### config.mk
export PLATFORM = sky130hd
export DESIGN_NAME = muldiv_sequencer_flat
export DESIGN_NICKNAME = d
export VERILOG_FILES = /design/src/rtl/muldiv_sequencer_pkg.sv /design/src/rtl/muldiv_sequencer_if.sv /design/src/rtl/muldiv_sequencer_step.sv /design/src/rtl/muldiv_sequencer.sv /design/src/flat_wrapper.sv
export SDC_FILE = /design/constraint.sdc
export NUM_CORES = 1
export LEC_CHECK = 0
export ABC_AREA = 0
export BUFFER_PORTS_ARGS = -buffer_cell sky130_fd_sc_hd__buf_4
export CAP_MARGIN = 30
export CORE_MARGIN = 4
export CORE_UTILIZATION = 55
export DETAILED_ROUTE_END_ITERATION = 16
export PLACE_DENSITY = 0.71
export SLEW_MARGIN = 20
export SYNTH_ARGS = -nofsm -noshare
export SYNTH_HDL_FRONTEND = slang
export SYNTH_HIERARCHICAL = 1
export SYNTH_SLANG_ARGS = --single-unit
### constraint.sdc
create_clock -name clock -period 6.2 [get_ports clock]
set_input_delay 0.31 -clock clock [delete_from_list [all_inputs] [get_ports clock]]
set_output_delay 0.31 -clock clock [all_outputs]
set_load 0.01 [all_outputs]
### src/rtl/muldiv_sequencer_pkg.sv
// Shared types and defaults for the Hi/Lo multiply/divide sequencer.
package muldiv_pkg;

  localparam int DEF_WIDTH = 32;

  typedef enum logic [1:0] {
    MULT  = 2'b00,
    MULTU = 2'b01,
    DIV   = 2'b10,
    DIVU  = 2'b11
  } muldiv_op_t;

  typedef enum logic [1:0] {
    IDLE = 2'b00,
    RUN  = 2'b01,
    FIX  = 2'b10,
    DONE = 2'b11
  } muldiv_state_t;

endpackage

### src/rtl/muldiv_sequencer_if.sv
// Command/result bundle between the control unit and the multiply/divide sequencer.
interface muldiv_sequencer_if #(
  parameter int WIDTH = 32
);
  logic             start;
  logic [1:0]       op;
  logic [WIDTH-1:0] a;
  logic [WIDTH-1:0] b;
  logic             busy;
  logic             done;
  logic             div_zero;
  logic [WIDTH-1:0] hi;
  logic [WIDTH-1:0] lo;

  modport master (
    output start, op, a, b,
    input  busy, done, div_zero, hi, lo
  );

  modport slave (
    input  start, op, a, b,
    output busy, done, div_zero, hi, lo
  );
endinterface

### src/rtl/muldiv_sequencer_step.sv
// One iteration of the shared magnitude engine: shift-add multiply or restoring divide.
// Multiply: acc = {partial product, remaining multiplier bits}.
// Divide:   acc = {partial remainder, dividend bits / quotient bits}.
module muldiv_step #(
  parameter int WIDTH = 32
) (
  input  logic                 isDiv,
  input  logic [2*WIDTH-1:0]   accIn,
  input  logic [WIDTH-1:0]     operand,
  output logic [2*WIDTH-1:0]   accOut
);

  logic [WIDTH:0] sum;
  logic [WIDTH:0] remShift;
  logic [WIDTH:0] diff;
  logic           diffNeg;

  // Compute both step flavours and select by command type
  always_comb begin
    sum      = {1'b0, accIn[2*WIDTH-1:WIDTH]};
    if (accIn[0]) begin
      sum = sum + {1'b0, operand};
    end
    remShift = accIn[2*WIDTH-1:WIDTH-1];
    diff     = remShift - {1'b0, operand};
    diffNeg  = diff[WIDTH];
    if (isDiv) begin
      accOut = {(diffNeg ? remShift[WIDTH-1:0] : diff[WIDTH-1:0]),
                accIn[WIDTH-2:0], ~diffNeg};
    end else begin
      accOut = {sum, accIn[WIDTH-1:1]};
    end
  end

endmodule

### src/rtl/muldiv_sequencer.sv
// Multicycle MULT/MULTU/DIV/DIVU sequencer driving the CPU Hi/Lo registers.
module muldiv_sequencer
  import muldiv_pkg::*;
#(
  parameter int WIDTH = DEF_WIDTH
) (
  input  logic                clock,
  input  logic                reset,
  muldiv_sequencer_if.slave   bus
);

  localparam int CW = $clog2(WIDTH) + 1;
  localparam logic [CW-1:0] LAST_CNT = CW'(WIDTH - 1);

  function automatic logic [WIDTH-1:0] absVal(input logic signed [WIDTH-1:0] v);
    return v[WIDTH-1] ? WIDTH'(-v) : WIDTH'(v);
  endfunction

  function automatic logic [WIDTH-1:0] negW(input logic en, input logic [WIDTH-1:0] v);
    return en ? -v : v;
  endfunction

  function automatic logic [2*WIDTH-1:0] neg2W(input logic en, input logic [2*WIDTH-1:0] v);
    return en ? -v : v;
  endfunction

  muldiv_state_t state, nextState;
  muldiv_op_t    opReg;
  logic [CW-1:0]        cnt;
  logic [2*WIDTH-1:0]   acc;
  logic [2*WIDTH-1:0]   stepAcc;
  logic [WIDTH-1:0]     operandReg;
  logic [WIDTH-1:0]     hiReg, loReg;
  logic                 prodNeg, quoNeg, remNeg, dzFlag;

  logic                 accept, isDivIn, signedIn, divZeroIn;
  logic [WIDTH-1:0]     aMag, bMag;
  logic                 signedOp;
  logic [2*WIDTH-1:0]   product;
  logic [WIDTH-1:0]     quo, rem, fixHi, fixLo;

  assign accept    = bus.start && (state == IDLE || state == DONE);
  assign isDivIn   = bus.op[1];
  assign signedIn  = ~bus.op[0];
  assign divZeroIn = isDivIn && (bus.b == '0);
  assign aMag      = signedIn ? absVal(bus.a) : bus.a;
  assign bMag      = signedIn ? absVal(bus.b) : bus.b;

  muldiv_step #(.WIDTH(WIDTH)) uStep (
    .isDiv   (opReg[1]),
    .accIn   (acc),
    .operand (operandReg),
    .accOut  (stepAcc)
  );

  // Sign correction of the magnitude result, consumed on the FIX->DONE edge
  always_comb begin
    signedOp = (opReg == MULT) || (opReg == DIV);
    product  = neg2W(signedOp && prodNeg, acc);
    quo      = negW(signedOp && quoNeg, acc[WIDTH-1:0]);
    rem      = negW(signedOp && remNeg, acc[2*WIDTH-1:WIDTH]);
    fixHi    = opReg[1] ? rem : product[2*WIDTH-1:WIDTH];
    fixLo    = opReg[1] ? quo : product[WIDTH-1:0];
  end

  // FSM state register
  always_ff @(posedge clock) begin
    if (reset) begin
      state <= IDLE;
    end else begin
      state <= nextState;
    end
  end

  // FSM next-state: accept in IDLE/DONE, WIDTH RUN steps, one FIX, one DONE
  always_comb begin
    nextState = state;
    case (state)
      IDLE, DONE: begin
        if (accept) begin
          nextState = divZeroIn ? DONE : RUN;
        end else begin
          nextState = IDLE;
        end
      end
      RUN:     nextState = (cnt == LAST_CNT) ? FIX : RUN;
      FIX:     nextState = DONE;
      default: nextState = IDLE;
    endcase
  end

  // Operand capture, iteration, counter and Hi/Lo write-back
  always_ff @(posedge clock) begin
    if (reset) begin
      opReg      <= MULT;
      cnt        <= '0;
      acc        <= '0;
      operandReg <= '0;
      prodNeg    <= 1'b0;
      quoNeg     <= 1'b0;
      remNeg     <= 1'b0;
      dzFlag     <= 1'b0;
      hiReg      <= '0;
      loReg      <= '0;
    end else if (accept) begin
      opReg      <= muldiv_op_t'(bus.op);
      cnt        <= '0;
      acc        <= {{WIDTH{1'b0}}, (isDivIn ? aMag : bMag)};
      operandReg <= isDivIn ? bMag : aMag;
      prodNeg    <= bus.a[WIDTH-1] ^ bus.b[WIDTH-1];
      quoNeg     <= bus.a[WIDTH-1] ^ bus.b[WIDTH-1];
      remNeg     <= bus.a[WIDTH-1];
      dzFlag     <= divZeroIn;
    end else if (state == RUN) begin
      acc        <= stepAcc;
      cnt        <= cnt + 1'b1;
    end else if (state == FIX) begin
      hiReg      <= fixHi;
      loReg      <= fixLo;
    end
  end

  assign bus.busy     = (state == RUN) || (state == FIX);
  assign bus.done     = (state == DONE);
  assign bus.div_zero = (state == DONE) && dzFlag;
  assign bus.hi       = hiReg;
  assign bus.lo       = loReg;

endmodule

### src/flat_wrapper.sv
// flat-port wrapper written by rule: the top's interface ports become plain ports
module muldiv_sequencer_flat import muldiv_pkg::*;
#(
  parameter int WIDTH = DEF_WIDTH
)
  (clock, reset, bus_start, bus_op, bus_a, bus_b, bus_busy, bus_done, bus_div_zero, bus_hi, bus_lo);
  muldiv_sequencer_if #(.WIDTH(WIDTH)) bus_i ();
  input  logic clock;
  input  logic reset;
  input wire logic [$bits(bus_i.start)-1:0] bus_start;
  input wire logic [$bits(bus_i.op)-1:0] bus_op;
  input wire logic [$bits(bus_i.a)-1:0] bus_a;
  input wire logic [$bits(bus_i.b)-1:0] bus_b;
  output wire logic [$bits(bus_i.busy)-1:0] bus_busy;
  output wire logic [$bits(bus_i.done)-1:0] bus_done;
  output wire logic [$bits(bus_i.div_zero)-1:0] bus_div_zero;
  output wire logic [$bits(bus_i.hi)-1:0] bus_hi;
  output wire logic [$bits(bus_i.lo)-1:0] bus_lo;
  assign bus_i.start = bus_start;
  assign bus_i.op = bus_op;
  assign bus_i.a = bus_a;
  assign bus_i.b = bus_b;
  assign bus_busy = bus_i.busy;
  assign bus_done = bus_i.done;
  assign bus_div_zero = bus_i.div_zero;
  assign bus_hi = bus_i.hi;
  assign bus_lo = bus_i.lo;
  muldiv_sequencer #(.WIDTH(WIDTH)) u_core (.clock(clock), .reset(reset), .bus(bus_i));
endmodule
; Word level (Yosys, flattened, before mapping)
; Cells that the tools add are included.
[totals]
input_bits = 69
elab_cells = 63
register_bits = 173
[classes]
reduce_logical = 15
bitwise_logic = 4
n_addsub = 8
n_mux = 20
eq_ne = 5
[op_table]
columns = op, n
row1 = $mux 32, 13
row2 = $mux 64, 2
row3 = $neg 32->32, 4
row4 = $neg 64->64, 1
row5 = $add 32x32->33, 1
row6 = $mux 33, 1
row7 = $sub 33x32->33, 1
row8 = $logic_not 32->1, 1
row9 = $add 6x1->6 const B, 1
row10 = $eq 2x2->1 const B, 3
row11 = $eq 6x5->1 const B, 1
row12 = $mux 2, 3
row13 = $pmux 2 s3, 1
row14 = $logic_and 1x1->1, 5
row15 = $logic_not 2->1, 2
row16 = $reduce_or 2->1, 2
row17 = $logic_or 1x1->1, 3
row18 = $not 1->1, 3
row19 = $reduce_and 3->1, 1
row20 = $eq 2x1->1 const B, 1
row21 = $reduce_bool 2->1, 1
row22 = $xor 1x1->1, 1

; Depth between registers and ports, before layout
; Gate-level depths: netlist of run 1.
[logic_depth]
depth_word = 5
depth_mapped = 15
ltp_nobuf = 14

; Modules after synthesis
; Netlist of run 1, hierarchy kept.
[by_module_without_submodules]
columns = module, cells_each, instances, area_per_inst_um2
row1 = muldiv_sequencer, 1285, 1, 10269.8
row2 = muldiv_step, 692, 1, 4847.1

; Least setup slack after synthesis of run 1
; No wires, ideal clock.
[synth_path]
path_type = reg2reg
from = register u_core.acc[32]
to = register u_core.acc[49]
n_path_buf = 1
path_stages_with_launch = 15
setup_time_ns = 0.128
path_slack_ns = 3.053
t_arrival_ns = 3.019
required_ns = 6.072
path_cell_list = dfxtp_1 inv_1 fa_1 nand2b_1 a21oi_2 o2111ai_2 a21boi_2 o2111ai_2 and3_4 nor3_4 buf_6 mux2i_1 a22oi_1 mux2i_1 nor2_1
[synth_via]
elab_chain_len = 3
[synth_lines]
columns = element, line
row1 = start: declaration, muldiv_sequencer.sv:30  ; logic [2*WIDTH-1:0] acc;
row2 = start signal: assignment, muldiv_sequencer.sv:108  ; acc <= {{WIDTH{1'b0}}, (isDivIn ? aMag : bMag)};
row3 = start signal: assignment, muldiv_sequencer.sv:115  ; acc <= stepAcc;
row4 = $sub 33x32->33 or $add 32x32->33 (tied branches), "muldiv_sequencer_step.sv:25, muldiv_sequencer_step.sv:22"
row5 = $mux 32 or $mux 33 (tied branches), "muldiv_sequencer_step.sv:28, muldiv_sequencer_step.sv:21"
row6 = $mux 64 (*), muldiv_sequencer_step.sv:27  ; if (isDiv) begin
row7 = net u_core.stepAcc[49], muldiv_sequencer.sv:31  ; logic [2*WIDTH-1:0] stepAcc;
; The timed path passes the listed nets; every way through them passes the cells marked *.
; A chain may end at the register's enable or synchronous reset.

; Worst setup path in the final report of run 1
[layout_path]
from = register u_core.acc[31]
to = register u_core.acc[41]
[layout_via]
elab_chain_len = 3
[layout_lines]
columns = element, line
row1 = $sub 33x32->33, muldiv_sequencer_step.sv:25  ; diff = remShift - {1'b0, operand};
row2 = $mux 32, muldiv_sequencer_step.sv:28  ; accOut = {(diffNeg ? remShift[WIDTH-1:0] : diff[WIDTH-1:0]),
row3 = $mux 64, muldiv_sequencer_step.sv:27
row4 = net u_core.stepAcc[41], muldiv_sequencer.sv:31
; The timed path passes the listed nets, and every way through them passes these cells.

==> flow_summary.ini, run 1 <==
[run_status]
status = complete, no violations

[timing]
tns_ps = 0
period_needed_ps = 4500
setup_violations = 0
fin_worst_skew_ps = 14.9
fin_ws_ps = 1700
timing.final.crit_share_pct = 72.6
drv_slew = 0
hold_viol = 0
worst_pin_slew_ps = 1020
slew_headroom_pct = 31.7
rsz0062_at_grt = false
fmax_mhz = 222

[logic_synthesis]
synth-edff-count = 0
synth.avg_cell_area_um2 = 7.65
synth-async-reset-ratio_pct = 0
yosys_most_used_dff = dfxtp_1
yosysSeqAreaShare_pct = 22.9
yosysWarnings = 6
synth_seq_cells = 173
netlist_area_mm2 = 0.0151
syn_inst = 1977
syn_nets = 2120
yosys.cell_types.count = 90

[setup_path]
cp.arrival_ps = 4870
crit_start = u_core/acc[31]
path_max_fanout = 20
crit_type = register to register
r2r-start = u_core/acc[31]
worstSetupEndpointType = register
required_ps = 6570
startpoint_type = register

[grt]
grtUsageTotal_pct = 32.6
grt_pass1_vias = 14360
grt_max_degree = 74
grt_first_pass_wirelength_mm = 80.8
antenna_found_initial = 0
grt_overflow_total = 0

[placement]
dp_slack_ps = 1870
io_buffers = 135
place_congestion = 0.987
dp.cells = 2347
dpl.hpwl_mm = 39.1

[floorplan]
pin_count = 136
die_h_um = 174
floorplan.initialDensity_pct = 55.9
core_region_area_mm2 = 0.0270
die_area_mm2 = 0.0302
die_x_um = 174
fp-row-count = 60

[power]
p_sw_mw = 1.32
combPwrFrac_pct = 30.1
p_total_mw = 3.45
ir_worst_vdd_mv = 0.183
internal-power_mw = 2.14
powerDensity_mw_per_mm2 = 205
switching_share_pct = 38.1
power_frac_seq_pct = 36.6
cellLeakagePower_nw = 6.99
p_clk_share_pct = 33.3

[cells_and_area]
final_layout_size_suffix_gt1_share_pct = 13.2
num_antenna_cells = 0
final_cell_mix = nor2_1 (207), dfxtp_1 (171), nand2_1 (166)
nets = 2168
final_util_pct = 62.4
final_common_cell = nor2_1
stdcell_count = 2379
area_delta_synth_final_pct = 11.6

[clock_network]
cts_sinks = 173
clk_path_buf_depth = 2
path_clk_slew_ps = 80
cts_root_buf = clkbuf_16
cts_made_buffers = 17
cts_tree = done
clk_latency_ps = 440
cts_hold_buf = 0
post_cts_resized = 0
htree_levels = 4
post_cts_buffers = 0

[route]
ant_nets = 0
post_drt_via_cell_ratio = 6.59
dr_total_vias = 15681
drt_iter0_markers = 1845
wl_per_cell_um = 21.8
wirelength_mm = 51.9
drt_first_pass_iters = 6
drc = 0

[worst_hold_path]
min_from = bus_a[31]
hold_path_class = input port to register

[job]
cap_violations = 0
[sequential cells by signal (all words and copies together), names as in the netlist]
signal             count
u_core/quoNeg          1
u_core/cnt             6
u_core/remNeg          1
u_core/dzFlag          1
u_core/acc            64
u_core/bus.lo         32
u_core/state           2
u_core/operandReg     32
u_core/opReg           2
u_core/bus.hi         32
[cell families (layout without fill, tap and decap cells)]
| group | after synthesis | count (layout) | share of synthesized area, % |
|---|---|---|---|
| flops | 173 | 173 | 22.9 |
| xor+xnor | 166 | 166 | 9.62 |
| simple gates | 668 | 668 | 21.9 |
| buf+inv | 202 | 263 | 5.21 |
| mux | 130 | 130 | 8.95 |
| fa+ha+maj | 74 | 74 | 6.22 |
| compound gates | 564 | 564 | 25.2 |
[power groups by stage]
stage / combinational, mW / clock [mW] / sequential [mW]
2_1_floorplan: 0.763 / 0 / 1.23
3_3_place_gp: 0.997 / 0 / 1.28
3_5_place_dp: 1.00 / 0 / 1.28
4_1_cts: 1.01 / 1.16 / 1.26
5_1_grt: 1.12 / 1.21 / 1.27
6_report: 1.04 / 1.15 / 1.26
[metal layers]
layer  GRT usage (%)  share of wire, %  routed length [µm]  up-vias
met1            46.8                45               23200     7413
li1                -                 -                   -     7380
met3            5.19               8.8                4570      100
met2            50.1                43               22500      788
met5               0                 0                   0        -
met4            11.0               3.2                1670        0
[synthesized netlist by cell type (41+ instances only)]
cell / n / area (µm²)
nand3_1: 44 / 220
xor2_1: 73 / 639
xnor2_1: 93 / 815
ha_1: 72 / 901
mux2_2: 41 / 462
a21oi_1: 140 / 701
mux2i_1: 89 / 891
nand2_1: 166 / 623
o21ai_0: 98 / 490
inv_1: 72 / 270
dfxtp_1: 173 / 3460
a211oi_1: 69 / 518
clkbuf_1: 106 / 398
nor2_1: 207 / 777
[metrics by stage]
| step | cell area, µm² | hold WS [ps] |
|---|---|---|
| 2_1_floorplan | 15100 | 432 |
| 3_3_place_gp | 16200 | 440 |
| 3_5_place_dp | 16200 | 444 |
| 4_1_cts | 16900 | 185 |
| 5_1_grt | 16900 | 203 |
| 6_report | 16900 | 197 |
[final timing paths]
check,to,slack [ps],depth (start not counted)
max,u_core/acc[41],1700,15
min,u_core/remNeg,200,3
max reg2reg,u_core/acc[41],1700,15
min reg2reg,u_core/bus.lo[30],460,2
[layout make-up]
type	instances	area (µm²)
inverters	75	282
clock buffers	17	425
multi-input cells	1602	10900
well taps	341	427
fillers	2536	10200
flip-flops and latches	173	3470
repair buffers	156	1170
clock inverters	15	209
[critical path: stages (launching register included)]
cell and delay [ps]:
dfxtp_1 520, inv_1 120, ha_1 250, fa_1 390, nand2b_1 200, a21oi_2 210
o2111ai_2 180, a21boi_2 280, o2111ai_2 150, and3_4 200, nor3_4 780, buf_4 460
nor2_1 160, a221oi_1 280, mux2i_1 110, nor2_1 120
Note: power is estimated with default switching activity, not from simulation.
==> run 2, diff against run 1 <==
==> constraint.sdc (replaced) <==
create_clock -name clock -period 4.28 [get_ports clock]
set_input_delay 0.214 -clock clock [delete_from_list [all_inputs] [get_ports clock]]
set_output_delay 0.214 -clock clock [all_outputs]
set_load 0.01 [all_outputs]
==> flow_summary.ini, run 2 (synthesized netlist as in run 1, its figures left out) <==
[setup_path]
crit_start = u_core/acc[31]
cp.arrival_ps = 4370
crit_type = register to register
worstSetupEndpointType = register
r2r-start = u_core/acc[31]
path_max_fanout = 11
required_ps = 4660
ff2ff_setup_slack_ps = 280
startpoint_type = register

[cells_and_area]
final_common_cell = nor2_1
final.fill_count = 2485
max_flop_register = u_core/acc
final_layout_size_suffix_gt1_share_pct = 14.2
finish.instance_area_mm2 = 0.0171
num_antenna_cells = 0
nets = 2194
final_util_pct = 63.1
stdcell_count = 2405
final_cell_mix = nor2_1 (207), buf_4 (181), dfxtp_1 (171)
largest_register_ff_count = 64
area_delta_synth_final_pct = 12.9

[route]
ant_nets = 0
drt_first_pass_iters = 8
post_drt_via_cell_ratio = 6.51
wirelength_mm = 52.8
drt_iter0_markers = 1741
drc = 0
dr_total_vias = 15658
wl_per_cell_um = 22.0

[floorplan]
die_x_um = 174
die_area_mm2 = 0.0302
floorplan.initialDensity_pct = 55.9
die_h_um = 174
fp-row-count = 60
pin_count = 136
core_region_area_mm2 = 0.0270

[power]
combPwrFrac_pct = 30.8
powerDensity_mw_per_mm2 = 294
switching_share_pct = 38.2
ir_worst_vdd_mv = 0.250
cellLeakagePower_nw = 7.12
internal-power_mw = 3.10
p_clk_share_pct = 33.1
power_frac_seq_pct = 36.1
p_sw_mw = 1.92

[clock_network]
cts_made_buffers = 17
cts_root_buf = clkbuf_16
post_cts_buffers = 0
htree_levels = 4
post_cts_resized = 0
clk_latency_ps = 450
clk_path_buf_depth = 2
cts_sinks = 173
cts_hold_buf = 0
cts_tree = done
path_clk_slew_ps = 80

[timing]
hold_viol = 0
period_needed_ps = 4000
worst_pin_slew_ps = 897
fin_worst_skew_ps = 10.5
tns_ps = 0
timing.final.crit_share_pct = 93.4
rsz0062_at_grt = false
fin_ws_ps = 285
slew_headroom_pct = 40.1
drv_slew = 0
setup_violations = 0
fmax_mhz = 250

[placement]
dp.cells = 2372
dp_slack_ps = 410
io_buffers = 135
placed_area_mm2 = 0.0164
place_congestion = 0.966
dpl.hpwl_mm = 40.5

[grt]
grt_pass1_vias = 14038
antenna_found_initial = 0
grt_first_pass_wirelength_mm = 80.4
grtUsageTotal_pct = 33.1
grt_overflow_total = 0
grt_max_degree = 70

[worst_hold_path]
hold_path_class = input port to register
min_from = bus_a[31]

[job]
cap_violations = 0

[run_status]
status = complete, no violations
run 2: power by group through the flow:
stage,combinational (mW),clock [mW],sequential [mW]
after detailed placement,1.50,0,1.84
after global placement,1.48,0,1.84
after CTS,1.51,1.68,1.80
after floorplan,1.11,0,1.77
final,1.55,1.66,1.81
after global routing,1.67,1.75,1.82
run 2: worst paths after layout:
kind                             to  cells after the start
hold / removal        u_core/remNeg                      3
setup reg to reg     u_core/acc[55]                     15
setup / recovery     u_core/acc[55]                     15
hold reg to reg   u_core/bus.hi[20]                      2
run 2: worst max-delay path, stage by stage (launching register included):
cell and delay, ps:
dfxtp_1 510, inv_1 130, ha_1 250, fa_1 420, nand2b_1 210, a21oi_2 200, o2111ai_2 180, a21boi_2 280
o2111ai_2 160, and3_4 200, nor3_4 400, buf_4 310, nor2_1 140, a221oi_1 310, mux2i_1 130, nor2_1 110
run 2: final cells by class:
class | instances | area [µm²] | share of cell area (%)
timing repair buffer | 182 | 1360 | 7.99
clock buffer | 17 | 425 | 2.49
tap | 341 | 427 | 2.50
multi-input combinational | 1602 | 10900 | 63.8
clock inverter | 15 | 209 | 1.22
sequential | 173 | 3470 | 20.3
inverter | 75 | 282 | 1.65
run 2: layer usage:
metal / up-vias / global-route usage, % / wire length [µm]
met1: 7338 / 47.5 / 23500
met5: - / 0 / 0
met3: 111 / 7.90 / 5260
met4: 0 / 10.6 / 1680
met2: 769 / 48.9 / 22400
li1: 7440 / - / -
run 2: stage by stage:
stage,power (mW),hold WS (ps)
after floorplan,2.88,350
after global placement,3.32,438
after detailed placement,3.34,445
after CTS,4.99,73.5
after global routing,5.23,94.1
final,5.02,93.4
